[config.mk]
export PLATFORM = sky130hd
export DESIGN_NAME = motor_pwm_driver
export DESIGN_NICKNAME = d
export VERILOG_FILES = /design/src/rtl/motor_pwm_driver.sv
export SDC_FILE = /design/constraint.sdc
export NUM_CORES = 1
export LEC_CHECK = 0
export CAP_MARGIN = 25
export CORE_AREA = 2 2 56 58
export DETAILED_ROUTE_END_ITERATION = 7
export DIE_AREA = 0 0 58 60
export GPL_TIMING_DRIVEN = 0
export PLACE_DENSITY_LB_ADDON = 0.15
export SLEW_MARGIN = 30
export SYNTH_ARGS = -nofsm -noshare
export SYNTH_HDL_FRONTEND = slang
export SYNTH_SLANG_ARGS = --single-unit
[constraint.sdc]
create_clock -name clk -period 4.1 [get_ports clk]
set_clock_uncertainty 0.2 [all_clocks]
set_input_delay 0.615 -clock clk [delete_from_list [all_inputs] [get_ports clk]]
set_output_delay 0.615 -clock clk [all_outputs]
set_load 0.01 [all_outputs]
[src/rtl/motor_pwm_driver.sv]
// PWM-gated H-bridge driver with per-channel break-before-make dead time.
// Optional SOFT_START_EN ramps the effective duty by one step per period.
module motor_pwm_driver #(
  parameter int PRESCALE  = 4,
  parameter int PERIOD    = 32,
  parameter int DEAD_TIME = 8
) (
  input  logic       clk,
  input  logic       reset,
  input  logic       en,
  input  logic [3:0] cmd,
  input  logic [4:0] duty,
  output logic [3:0] out,
  output logic       period_start,
  output logic       fault
);

  localparam int PSW = (PRESCALE > 1) ? $clog2(PRESCALE) : 1;
  localparam int PCW = $clog2(PERIOD);
  localparam int DCW = (DEAD_TIME > 1) ? $clog2(DEAD_TIME) : 1;

  typedef enum logic [1:0] {
    IDLE  = 2'd0,
    DRIVE = 2'd1,
    DEAD  = 2'd2
  } ch_state_e;

  typedef enum logic [1:0] {
    REQ_COAST = 2'd0,
    REQ_FWD   = 2'd1,
    REQ_REV   = 2'd2
  } req_e;

  logic [PSW-1:0] presc_q, presc_d;
  logic [PCW-1:0] pcnt_q, pcnt_d;
  logic [4:0]     duty_q, duty_d;
  logic           period_start_q, period_start_d;
  logic           fault_q, fault_d;
  logic [3:0]     out_q, out_d;

  ch_state_e      state_q [2];
  ch_state_e      state_d [2];
  logic           dir_q   [2];
  logic           dir_d   [2];
  logic [DCW-1:0] dcnt_q  [2];
  logic [DCW-1:0] dcnt_d  [2];

  logic       tick;
  logic       wrap;
  logic       pwm_on;
  logic [4:0] duty_use;
  req_e       req [2];
  logic [1:0] pair [2];

`ifdef SOFT_START_EN
  logic [4:0] duty_eff_q, duty_eff_d;
`endif

  always_comb begin
    tick   = (presc_q == PSW'(PRESCALE - 1));
    wrap   = tick && (pcnt_q == PCW'(PERIOD - 1));
    presc_d = tick ? '0 : presc_q + 1'b1;
    pcnt_d  = pcnt_q;
    if (tick) begin
      pcnt_d = wrap ? '0 : pcnt_q + 1'b1;
    end
    duty_d         = wrap ? duty : duty_q;
    period_start_d = wrap;
    fault_d        = fault_q;

    pair[0] = cmd[3:2];
    pair[1] = cmd[1:0];
    for (int i = 0; i < 2; i++) begin
      req[i] = REQ_COAST;
      unique case (1'b1)
        (pair[i] == 2'b11): fault_d = 1'b1;
        (pair[i] == 2'b10): req[i] = REQ_FWD;
        (pair[i] == 2'b01): req[i] = REQ_REV;
        default:            req[i] = REQ_COAST;
      endcase
      if (!en) begin
        req[i] = REQ_COAST;
      end
    end

    for (int i = 0; i < 2; i++) begin
      state_d[i] = state_q[i];
      dir_d[i]   = dir_q[i];
      dcnt_d[i]  = dcnt_q[i];
      case (state_q[i])
        IDLE: begin
          if (req[i] != REQ_COAST) begin
            state_d[i] = DRIVE;
            dir_d[i]   = (req[i] == REQ_REV);
          end
        end
        DRIVE: begin
          if (req[i] != (dir_q[i] ? REQ_REV : REQ_FWD)) begin
            state_d[i] = DEAD;
            dcnt_d[i]  = DCW'(DEAD_TIME - 1);
          end
        end
        DEAD: begin
          if (dcnt_q[i] == '0) begin
            if (req[i] == REQ_COAST) begin
              state_d[i] = IDLE;
            end else begin
              state_d[i] = DRIVE;
              dir_d[i]   = (req[i] == REQ_REV);
            end
          end else begin
            dcnt_d[i] = dcnt_q[i] - 1'b1;
          end
        end
        default: state_d[i] = IDLE;
      endcase
    end

`ifdef SOFT_START_EN
    duty_eff_d = duty_eff_q;
    if (state_q[0] == IDLE && state_q[1] == IDLE) begin
      duty_eff_d = '0;
    end else if (wrap) begin
      if (duty_eff_q < duty_d) begin
        duty_eff_d = duty_eff_q + 1'b1;
      end else if (duty_eff_q > duty_d) begin
        duty_eff_d = duty_eff_q - 1'b1;
      end
    end
    duty_use = duty_eff_d;
`else
    duty_use = duty_d;
`endif

    pwm_on = (duty_use == 5'd31) ? 1'b1 : (pcnt_d < PCW'(duty_use));

    // Output follows the next state so a cmd edge shows one clock later.
    out_d = '0;
    for (int i = 0; i < 2; i++) begin
      if (state_d[i] == DRIVE && pwm_on) begin
        out_d[3 - 2 * i] = !dir_d[i];
        out_d[2 - 2 * i] = dir_d[i];
      end
    end
  end

  always_ff @(posedge clk) begin
    if (reset) begin
      presc_q        <= '0;
      pcnt_q         <= '0;
      duty_q         <= '0;
      period_start_q <= 1'b0;
      fault_q        <= 1'b0;
      out_q          <= '0;
      for (int i = 0; i < 2; i++) begin
        state_q[i] <= IDLE;
        dir_q[i]   <= 1'b0;
        dcnt_q[i]  <= '0;
      end
`ifdef SOFT_START_EN
      duty_eff_q <= '0;
`endif
    end else begin
      presc_q        <= presc_d;
      pcnt_q         <= pcnt_d;
      duty_q         <= duty_d;
      period_start_q <= period_start_d;
      fault_q        <= fault_d;
      out_q          <= out_d;
      for (int i = 0; i < 2; i++) begin
        state_q[i] <= state_d[i];
        dir_q[i]   <= dir_d[i];
        dcnt_q[i]  <= dcnt_d[i];
      end
`ifdef SOFT_START_EN
      duty_eff_q <= duty_eff_d;
`endif
    end
  end

  assign out          = out_q;
  assign period_start = period_start_q;
  assign fault        = fault_q;

endmodule

---- Word-level counts from Yosys, hierarchy flattened ----
Memories as Yosys holds them, arrays and structs flattened.
Cells that the tools add are included.
W data, S select, Z words.
storage, ports and cells
  register bits ........................... 18
  word-level logic and storage cells ...... 104
  bits of input ports ..................... 12
  memory bits (writable) .................. 12
  memories kept ........................... 3
  output and inout bits ................... 6
memories
  memory   words  bits a word  rd ports  clocked after Yosys merged registers in  wr ports  RTL line  RTL
  dcnt_q   2      3            2         0                                        2         45        logic [DCW-1:0] dcnt_q [2];
  state_q  2      2            2         0                                        2         41        ch_state_e state_q [2];
  dir_q    2      1            2         0                                        2         43        logic dir_q [2];
operators by class
  reductions and logical operators ........ 17
  add/subtract/negate cells ............... 4
  bitwise logic cells ..................... 8
  magnitude comparators ................... 1
  multiplexer cells ....................... 45
  equality and inequality tests ........... 19
operators by type and width
  kind                   number
  $mux W2                12
  $eq A2 B2 Y1 const B   9
  $mux W3                6
  $mux W1                16
  $mux W5                3
  $eq A2 B1 Y1 const B   6
  $pmux W2 S3            2
  $pmux W3 S2            2
  $eq A5 B5 Y1 const B   2
  $logic_not A2 Y1       4
  $pmux W2 S2            2
  $logic_not A3 Y1       2
  $or A1 B1 Y1           6
  $reduce_bool A2 Y1     3
  $reduce_or A2 Y1       3
  $sub A3 B1 Y3 const B  2
  $add A5 B1 Y5 const B  1
  $lt A5 B5 Y1           1
  $ne A2 B2 Y1           2
  $pmux W1 S2            2
  $logic_and A1 B1 Y1    3
  $add A2 B1 Y2 const B  1
  $logic_not A1 Y1       2
  $not A1 Y1             2

---- Longest topological paths before layout ----
Gate-level depths: netlist (run 1).
  depth in word-level cells ............... 11
  mapped depth ............................ 12
  mapped depth without buffers ............ 12

---- Least setup slack after synthesis (run 1) ----
OpenSTA, ideal clock, no wires.
  path kind ............................... register -> register
  start point ............................. register pcnt_q[0]
  end point ............................... register out_q[2], in the netlist out[2]
  path buffers ............................ 0
  setup time .............................. 0.116 ns
  cell stages (with the launch flop) ...... 12
  period minus slack after synthesis ...... 2.651 ns
  arrival ................................. 2.336 ns
  data required time ...................... 3.784 ns
  slack ................................... 1.449 ns
  path through ............................ dfxtp_1 > ha_1 > and3_1 > ha_1 > nand2_4 > mux2i_1 > ha_1 > nand4_1 > a41oi_1 > a31oi_1 > a21oi_2 > and3b_1
on the way
  word-level cells in the longest chain between the ends .. 9
  elaborated cells between the ends (all ways) .. 12
  those cells by class .................... 1 x add/sub; 1 x order compare; 2 x eq/ne; 4 x mux; 1 x bitwise; 3 x reduce/logical
ends and longest elaborated chain
  what                                                                   RTL line  RTL
  start: declaration                                                     35        logic [PCW-1:0] pcnt_q, pcnt_d;
  start signal: assignment                                               165       pcnt_q <= pcnt_d;
  parallel branches: the longest is 5 deep, another holds $add A5 B1 Y5  --
  $mux W1 *                                                              135       pwm_on = (duty_use == 5'd31) ? 1'b1 : (pcnt_d < PCW'(duty_use));
  $logic_and A1 B1 Y1 *                                                  140       if (state_d[i] == DRIVE && pwm_on) begin
  $not A1 Y1 (no line) *                                                 --
  $reduce_or A2 Y1 (no line) *                                           --
  end signal: assignment                                                 169       out_q <= out_d;
  end: declaration                                                       39        logic [3:0] out_q, out_d;
Every way passes the cells marked *.
A chain may end at the register's enable or synchronous reset.

---- Final worst setup path (run 1) ----
  start point ............................. register pcnt_q[0]
  end point ............................... register out_q[2], in the netlist out[2]
on the way
  word-level cells in the longest chain between the ends .. 9
  elaborated cells between the ends (all ways) .. 12
  those cells by class .................... 1 x add/sub; 1 x order compare; 2 x eq/ne; 4 x mux; 1 x bitwise; 3 x reduce/logical
ends and longest elaborated chain
  what                                                                   RTL line  RTL
  parallel branches: the longest is 2 deep, another holds $add A5 B1 Y5  --
  $mux W5 *                                                              65        pcnt_d = wrap ? '0 : pcnt_q + 1'b1;
  $mux W5 *                                                              64        if (tick) begin
  net pcnt_d[2]                                                          35
  $lt A5 B5 Y1 *                                                         135
  $mux W1 *                                                              135
  $logic_and A1 B1 Y1 *                                                  140
  $not A1 Y1 (no line) *                                                 --
  $reduce_or A2 Y1 (no line) *                                           --
Mark *: on every way through the listed nets, which the timed path passes.

==> impl_metrics.json, run 1 <==
{
  "fin_area_mm2": 0.00186,
  "max-vdd-ir-drop_mv": 0.247,
  "gp_routability_congestion": 0.758,
  "synth-edff-count": 0,
  "worstHoldEndpoint": "presc_q[0]",
  "grt_pass1_wl_um": 5380,
  "cts_buffers": 5,
  "async_flop_share_pct": 0,
  "cts_root_buf": "clkbuf_4",
  "drive_gt1_share_pct": 10.7,
  "cp_data_arrival_time_ns": 3.03,
  "grt.total_usage_pct": 21.2,
  "relSlewSlack_pct": 63.9,
  "core-area_mm2": 0.00290,
  "status": "finished, final reports clean",
  "synth_top_cells_by_count": "30 x dfxtp_1, 17 x nor2_1, 15 x ha_1",
  "drc_errors": 0,
  "multi_input_area_um2": 951,
  "post-route-min-period_ns": 3.01,
  "wirelength_um": 3260,
  "synth_warnings": 0,
  "reg2reg_depth": 12,
  "dieArea_mm2": 0.00348,
  "rows": 20,
  "dr.first_iter.drc_count": 67,
  "routedWlPerCell_um": 14.2,
  "fin_ws_ns": 1.09,
  "grt_max_degree": 11,
  "pin_count": 18,
  "powerDensity_mw_per_mm2": 338,
  "syn_area_mm2": 0.00162,
  "r2r_setup_slack_ns": 1.09,
  "hold_buffers": 0,
  "endpoint_kind": "flop",
  "port_buffers": 15,
  "min_from": "presc_q[0]",
  "cp.required_ns": 4.12,
  "tritoncts": "yes",
  "area_growth_pct": 15.0,
  "start_util_pct": 55.8,
  "worstReg2RegEnd": "out[2]",
  "path_class": "reg2reg",
  "clkLatencyLatePin_ns": 0.32,
  "yosysMostFrequentCell": "dfxtp_1",
  "min_path_cells": 1,
  "first_global_vias": 1289,
  "antenna_found_initial": 0,
  "totalNegativeSetupSlack_ns": 0,
  "synth_top_cell_area_share_pct": 37.1,
  "die_w_um": 58,
  "finalMaxSlewViolations": 0,
  "worstReg2RegStart": "pcnt_q[0]",
  "p_leak_uw": 0.000790,
  "place_ws_ns": 1.11,
  "synth_top_area_cell": "dfxtp_1",
  "vias_per_cell": 5.89,
  "final_nets": 225,
  "path_clk_slew_ns": 0.09,
  "ctsResizeCount": 0,
  "synthCells": 176,
  "design_power_total_uw": 630,
  "max_freq_ghz": 0.333,
  "hp-class": "reg2reg",
  "via_count": 1355,
  "clockBufferDepth": 2,
  "die_h_um": 60,
  "rsz0062_at_grt": "false",
  "syn_nets": 203,
  "antenna_cells": 0,
  "cp_max_fo": 7,
  "worstMarginPinSlew_ns": 0.542,
  "final_hold_viol_count": 0,
  "hpwl_um": 2520,
  "post_dp_cell_area_mm2": 0.00181,
  "cts_setup_buffers": 0,
  "start_kind": "flop",
  "seq_area_um2": 601,
  "synth_ff_type": "dfxtp_1",
  "cap_violations": 0,
  "ys_ff_latch": 30,
  "setup_viol_count_final": 0,
  "fillers": 245,
  "cts_sinks": 30,
  "seq_area_frac_synth_pct": 37.1,
  "period_share_pct": 73.3,
  "htree_num_levels": 2,
  "ant_nets": 0,
  "final_core_util_pct": 64.1,
  "dr.pass1.iters": 4,
  "grt_overflow": 0,
  "syn_area_per_cell_um2": 9.20,
  "synthTopCellsByArea": "dfxtp_1 37%, ha_1 12%, nor2_1 3.9%",
  "synth.distinct_cells": 51
}
## registers in the layout (all words and copies together), names as in the netlist
register and flops:
dcnt_q 6, pcnt_q 5, presc_q 2, out 4, dir_q 2, duty_q 5, state_q 4, fault 1
period_start 1
## worst max-delay path, stage by stage, from the launching register on
cell and delay, ns:
dfxtp_1 0.37, ha_1 0.24, and3_1 0.18, ha_1 0.28, nor2_1 0.26, nand2_1 0.10
o21ai_0 0.26, ha_1 0.20, nand4_1 0.08, a41oi_1 0.16, a31oi_1 0.13, a21oi_2 0.24
and3b_1 0.20
## per-stage QoR
stage / hold WS [ns] / instances
after CTS: 0.234 / 230
after floorplan: 0.204 / 176
after detailed placement: 0.221 / 224
after global placement: 0.214 / 224
after global routing: 0.252 / 230
final: 0.228 / 230
## kinds of logic (layout without fill, tap and decap cells)
kind of cell    count (synthesis)  in the layout  share of synthesized area (%)
flops                          30             30                           37.1
simple gates                   68             68                           23.6
buf+inv                        15             36                           4.17
mux                             6              6                           3.79
fa+ha+maj                      15             15                           11.6
xor+xnor                        2              2                           1.08
compound gates                 40             40                           18.7
## worst max-delay path by stage
stage                   start  endpoint  slack [ns]  depth (start not counted)
global route        pcnt_q[0]    out[2]        0.90                         12
detailed placement  pcnt_q[0]    out[2]        1.11                         11
global placement    pcnt_q[0]    out[2]        1.20                         11
finish              pcnt_q[0]    out[2]        1.09                         12
CTS                 pcnt_q[0]    out[2]        1.09                         11
floorplan           pcnt_q[0]    out[2]        1.45                         11
## placed cells by master (no fill, tap or decap), types with 6 or more instances in the layout
cell,synthesis,routed
a21oi_1,7,7
clkdlybuf4s50_1,0,15
dfxtp_1,30,30
ha_1,15,15
inv_1,9,9
nand2_1,11,11
nand2b_1,6,6
nor2_1,17,17
nor2b_1,6,6
o21ai_0,8,8
## where the power goes
group	switching, uW	internal [uW]	total (uW)
combinational	72.6	61.3	134
clock	93.8	77.1	171
sequential	14.9	310	325
total	181	448	630
## cell type report
cell class | instances | area share, %
Multi-Input combinational cell | 131 | 51.1
Sequential cell | 30 | 32.3
Timing Repair Buffer | 15 | 8.06
Clock buffer | 6 | 2.76
Tap cell | 33 | 2.22
Buffer | 6 | 1.81
Inverter | 9 | 1.81
## metal layers
layer	up-vias	part of all wire [%]	track usage, %
met5	-	0	0
met4	0	1.2	6.98
met3	5	5.7	8.44
met2	38	49	37.8
met1	640	44	23.0
li1	672	-	-
Power figures use the tool's default switching activity.
==> run 2, diff against run 1 <==
Settings changed: CORE_AREA 2 2 56 58 to 2 2 60 62, DIE_AREA 0 0 58 60 to 0 0 62 64.
Clock period 4.1 ns to 2.6 ns, I/O delays scaled along.
==> impl_metrics.json, run 2 (same netlist as run 1, synthesis figures left out) <==
{
  "post-route-min-period_ns": 2.66,
  "dr.pass1.iters": 5,
  "largest_registers": "dcnt_q (6), duty_q (5), pcnt_q (5)",
  "cts_buffers": 5,
  "cp_max_fo": 7,
  "area_growth_pct": 32.0,
  "status": "complete, but fails checks",
  "cap_violations": 0,
  "core-area_mm2": 0.00328,
  "combinationalPowerShare_pct": 21.6,
  "start_kind": "flop",
  "cp.required_ns": 2.63,
  "fin_area_mm2": 0.00214,
  "tritoncts": "yes",
  "fin_ws_ns": -0.0641,
  "relSlewSlack_pct": 64.5,
  "min_from": "reset",
  "max_freq_ghz": 0.375,
  "switching_share_pct": 29.7,
  "clockBufferDepth": 2,
  "gp_routability_congestion": 0.832,
  "drc_errors": 0,
  "path_class": "reg2reg",
  "final_hold_viol_count": 0,
  "cp_top_family": "adder cells",
  "grt_max_degree": 11,
  "first_global_vias": 1315,
  "powerDensity_mw_per_mm2": 482,
  "drive_gt1_share_pct": 24.2,
  "cts_root_buf": "clkbuf_4",
  "start_util_pct": 49.3,
  "antenna_cells": 0,
  "setup_viol_count_final": 4,
  "design_power_total_uw": 1030,
  "path_clk_slew_ns": 0.10,
  "grt_pass1_wl_um": 5620,
  "startpoint": "pcnt_q[0]",
  "max-vdd-ir-drop_mv": 0.326,
  "pin_count": 18,
  "hold_buffers": 0,
  "seqPwrFrac_pct": 49.8,
  "p_sw_uw": 306,
  "routedWlPerCell_um": 14.0,
  "largest_reg_flops": 6,
  "internal_power_uw": 724,
  "period_share_pct": 102,
  "hp-class": "in2reg",
  "die_h_um": 64,
  "clock_power_share_pct": 28.6,
  "rsz0062_at_grt": "true",
  "cts_sinks": 30,
  "dieArea_mm2": 0.00397,
  "hpwl_um": 2440,
  "mostFrequentLayoutCell": "dfxtp_1",
  "cp.buffers_inverters": 0,
  "ant_nets": 0,
  "vias_per_cell": 5.55,
  "layout_common_cells": "28 x dfxtp_1, 16 x nor2_1, 15 x clkdlybuf4s50_1",
  "slowest_delay_ns": 0.37,
  "worstReg2RegStart": "pcnt_q[0]",
  "dr.first_iter.drc_count": 99,
  "grt_overflow": 0,
  "rows": 21,
  "wirelength_um": 3550,
  "regMostFlops": "dcnt_q",
  "endpoint_kind": "flop",
  "place_ws_ns": -0.373,
  "antenna_found_initial": 0,
  "htree_num_levels": 2,
  "worstMarginPinSlew_ns": 0.532,
  "via_count": 1405,
  "final_nets": 233,
  "crit_top_cell": "ha_4",
  "clkLatencyLatePin_ns": 0.34,
  "grt.total_usage_pct": 19.0,
  "violations": "setup timing",
  "port_buffers": 15,
  "cp_data_arrival_time_ns": 2.69,
  "p_leak_uw": 0.000806,
  "post_dp_cell_area_mm2": 0.00185,
  "critPathSlowestCell": "dfxtp_4",
  "finalMaxSlewViolations": 0,
  "cp_cell_sequence": "ha_4 -> and3_4 -> ha_4 -> nand2_8 -> mux2i_4 -> ha_1 -> nand4_1 -> a41oi_2 -> a31oi_2 -> a21oi_2 -> and3b_1",
  "die_w_um": 62,
  "fillers": 278
}
==> run 2: area by class of cell <==
cell class,count,area [um2],share of cell area (%)
multi-input cells,131,1130,52.7
flip-flops and latches,30,606,28.3
repair buffers,23,214,10.0
well taps,46,57.6,2.69
clock buffers,7,55.1,2.58
plain buffers,6,40.0,1.87
inverters,9,33.8,1.58
clock inverters,1,5.00,0.234
==> run 2: timing repair <==
| item | 4_1_cts | 5_1_grt |
|---|---|---|
| setup buffers | 6 | 2 |
| gates resized for setup | 23 | 10 |
| setup endpoints to repair | 4 | 4 |
| pin swaps | 5 | 11 |
==> run 2: path summary, 6_finish.rpt <==
| kind | slack [ns] | end | depth (start not counted) |
|---|---|---|---|
| max | -0.06 | out[2] | 11 |
| min | 0.06 | pcnt_q[2] | 2 |
| max reg2reg | -0.06 | out[2] | 11 |
| min reg2reg | 0.29 | presc_q[0] | 1 |
==> run 2: routing by layer <==
metal  vias up  wire (um)  track usage [%]
met5         -          0                0
met4         0         90             8.78
met3        10        138             4.25
met2        27       1770             31.4
met1       670       1550             22.5
li1        698          -                -
==> run 2: through the flow <==
stage	hold WS, ns	TNS (ns)	instances	util [%]
after floorplan	0.204	0	176	-
after global placement	0.214	-0.836	237	56.3
final	0.0563	-0.186	253	65.1
after global routing	0.0560	-0.578	253	65.1
after detailed placement	0.223	-1.14	237	56.3
after CTS	0.0575	0	251	62.7
==> run 2: power groups by stage <==
stage | registers (uW) | clock network (uW) | logic, uW
final | 513 | 294 | 222
after detailed placement | 522 | 0 | 208
after global placement | 520 | 0 | 197
after floorplan | 517 | 0 | 154
after global routing | 519 | 322 | 248
after CTS | 512 | 300 | 218
==> run 3, diff against run 2 <==
Settings changed: CTS_CLUSTER_SIZE set to 20.
==> results of run 3 <==
The final DEF is identical to that of run 2; final timing and power are the same.
==> RTL edit: new RTL, flow settings as in run 2 <==
Register the inputs `en`, `cmd` and `duty` before use, with the module's reset. The logic sees them one clock later.
--- a/src/rtl/motor_pwm_driver.sv
+++ b/src/rtl/motor_pwm_driver.sv
@@ -31,6 +31,22 @@
     REQ_REV   = 2'd2
   } req_e;
 
+  logic en_q;
+  logic [3:0] cmd_q;
+  logic [4:0] duty_r;
+
+  always_ff @(posedge clk) begin
+    if (reset) begin
+      en_q   <= '0;
+      cmd_q  <= '0;
+      duty_r <= '0;
+    end else begin
+      en_q   <= en;
+      cmd_q  <= cmd;
+      duty_r <= duty;
+    end
+  end
+
   logic [PSW-1:0] presc_q, presc_d;
   logic [PCW-1:0] pcnt_q, pcnt_d;
   logic [4:0]     duty_q, duty_d;
@@ -64,12 +80,12 @@
     if (tick) begin
       pcnt_d = wrap ? '0 : pcnt_q + 1'b1;
     end
-    duty_d         = wrap ? duty : duty_q;
+    duty_d         = wrap ? duty_r : duty_q;
     period_start_d = wrap;
     fault_d        = fault_q;
 
-    pair[0] = cmd[3:2];
-    pair[1] = cmd[1:0];
+    pair[0] = cmd_q[3:2];
+    pair[1] = cmd_q[1:0];
     for (int i = 0; i < 2; i++) begin
       req[i] = REQ_COAST;
       unique case (1'b1)
@@ -78,7 +94,7 @@
         (pair[i] == 2'b01): req[i] = REQ_REV;
         default:            req[i] = REQ_COAST;
       endcase
-      if (!en) begin
+      if (!en_q) begin
         req[i] = REQ_COAST;
       end
     end
Behaviour: not the same (Yosys sat finds a counterexample within 4 cycles, from zero or initial values and one cycle with reset high).
==> RTL edit against run 2 <==
  * Area after synthesis up 16%
  * Via count up 11%
  * Setup slack worse by 0.064 ns
  * Wire length up 20%
  * The run still ends with negative setup slack left
  * Design area up 14%
  * Sequential cell count up 10
  * Die area unchanged
  * Largest cell class unchanged
  * Total power up 19%
==> RTL edit: results (changes against run 2) <==
CTS Buf Count: 5 (unchanged)
Pin count of the biggest net entering global routing: 14 (+3)
Arrival time at the worst endpoint: 2.77 ns (+0.08 ns)
Place WS: -0.317 ns (+0.0567 ns)
Post-synth top area share: 0.426 (+0.0554)
Synth cell types: 48 (-5.9%)
Total wire length: 4270 um (+20%)
Routability Congestion: 0.825 (-0.79%)
GRT Util Overall: 0.236 (+0.0466)
Worst skew pair latency: 0.35 ns
Final TNS setup: -0.396 ns (-0.210 ns)
PortBufs: 16 (+1)
DP HPWL: 2850 um (+17%)
Syn_nets: 223 (+9.9%)
Clock root cell: clkbuf_4
Fill cells: 228 (-18%)
Peak supply drop: 0.369 mV (+13%)
Main area contributors after synthesis: dfxtp_1 43%, ha_1 10%, nor2b_1 5.7%
First-pass GRT wire length: 6930 um (+23%)
Synth top cells by count: 40 x dfxtp_1, 17 x nor2b_1, 16 x nor2_1
Status: finished with violations
Diodes inserted: 0 (unchanged)
Clk pin slew, worst setup/hold paths: 0.12 ns (+0.02 ns)
TritonRoute pass-1 iters: 4 (-1)
Rel. slew slack: 0.606 (-0.0388)
Vias in the first global route: 1,541 (+17%)
Leakage power figure: 0.881 nW (+9.3%)
Failing checks: negative setup slack
Nets: 255 (+9.4%)
Post-DP Area: 0.00212 mm^2 (+15%)
DRT iter0 DRCs: 58 (-41%)
Setup WS post-layout: -0.128 ns (-0.0637 ns)
HP Start: reset
Layout cell share with drive strength beyond 1: 0.227 (-0.0145)
Register area share after synthesis: 0.426 (+0.0554)
Vias: 1,560 (+11%)
Worst Path Class, Setup: reg -> reg
Final setup fails: 4 (unchanged)
RTL edit: power by group:
part           switching, mW  internal, mW
Sequential            0.0265         0.639
Clock                  0.208         0.200
Combinational         0.0796        0.0756
RTL edit: kinds of logic (layout without fill, tap and decap cells):
family                   count (synthesis)  count (layout)  share of synthesized area
AND/OR/NAND/NOR                         78              78                      0.241
AO/OA/AOI/OAI                           41              41                      0.159
flip-flops                              40              40                      0.426
adder cells (fa/ha/maj)                 15              15                     0.0999
buffers and inverters                   14              47                     0.0326
multiplexers                             6               6                     0.0326
XOR/XNOR                                 2               2                    0.00933
RTL edit: repair_timing:
item / CTS / global route
endpoints found under the setup margin: 4 / 4
resized for setup: 19 / 8
pin swaps: 7 / 8
setup buffers: 6 / 3
RTL edit: layout make-up:
cell class	count	area, um^2	area share
plain buffers	5	30.0	0.0123
clock buffers	5	37.5	0.0154
clock inverters	3	42.5	0.0175
inverters	9	33.8	0.0139
multi-input cells	142	1200	0.493
flip-flops and latches	40	806	0.331
well taps	46	57.6	0.0237
repair buffers	25	228	0.0936
RTL edit: final timing paths:
path                        to  slack, ns  cells past startpoint
hold reg to reg   dcnt_q[0][0]       0.30                      1
setup reg to reg        out[0]      -0.13                     11
setup / recovery        out[0]      -0.13                     11
hold / removal       pcnt_q[1]       0.04                      2
RTL edit: per-layer routing:
layer | track usage | routed length (um) | vias to the layer above
li1 | - | - | 757
met1 | 0.270 | 1770 | 743
met2 | 0.421 | 2220 | 49
met3 | 0.0547 | 191 | 11
met4 | 0.0691 | 84 | 0
met5 | 0 | 0 | -
RTL edit: metrics by stage:
step                cells  hold WS, ns
CTS                   272       0.0351
global route          275       0.0314
detailed placement    258        0.224
global placement      258        0.216
floorplan             196        0.204
finish                275       0.0404
RTL edit: critical path, stage by stage (launching register included):
cell and delay [ns]:
dfxtp_4 0.38, ha_4 0.14, and3_4 0.19, ha_4 0.19, nand2_8 0.11, mux2i_4 0.22
ha_4 0.28, nand4_1 0.12, a41oi_2 0.20, a31oi_1 0.14, a21oi_2 0.26, and3b_1 0.21
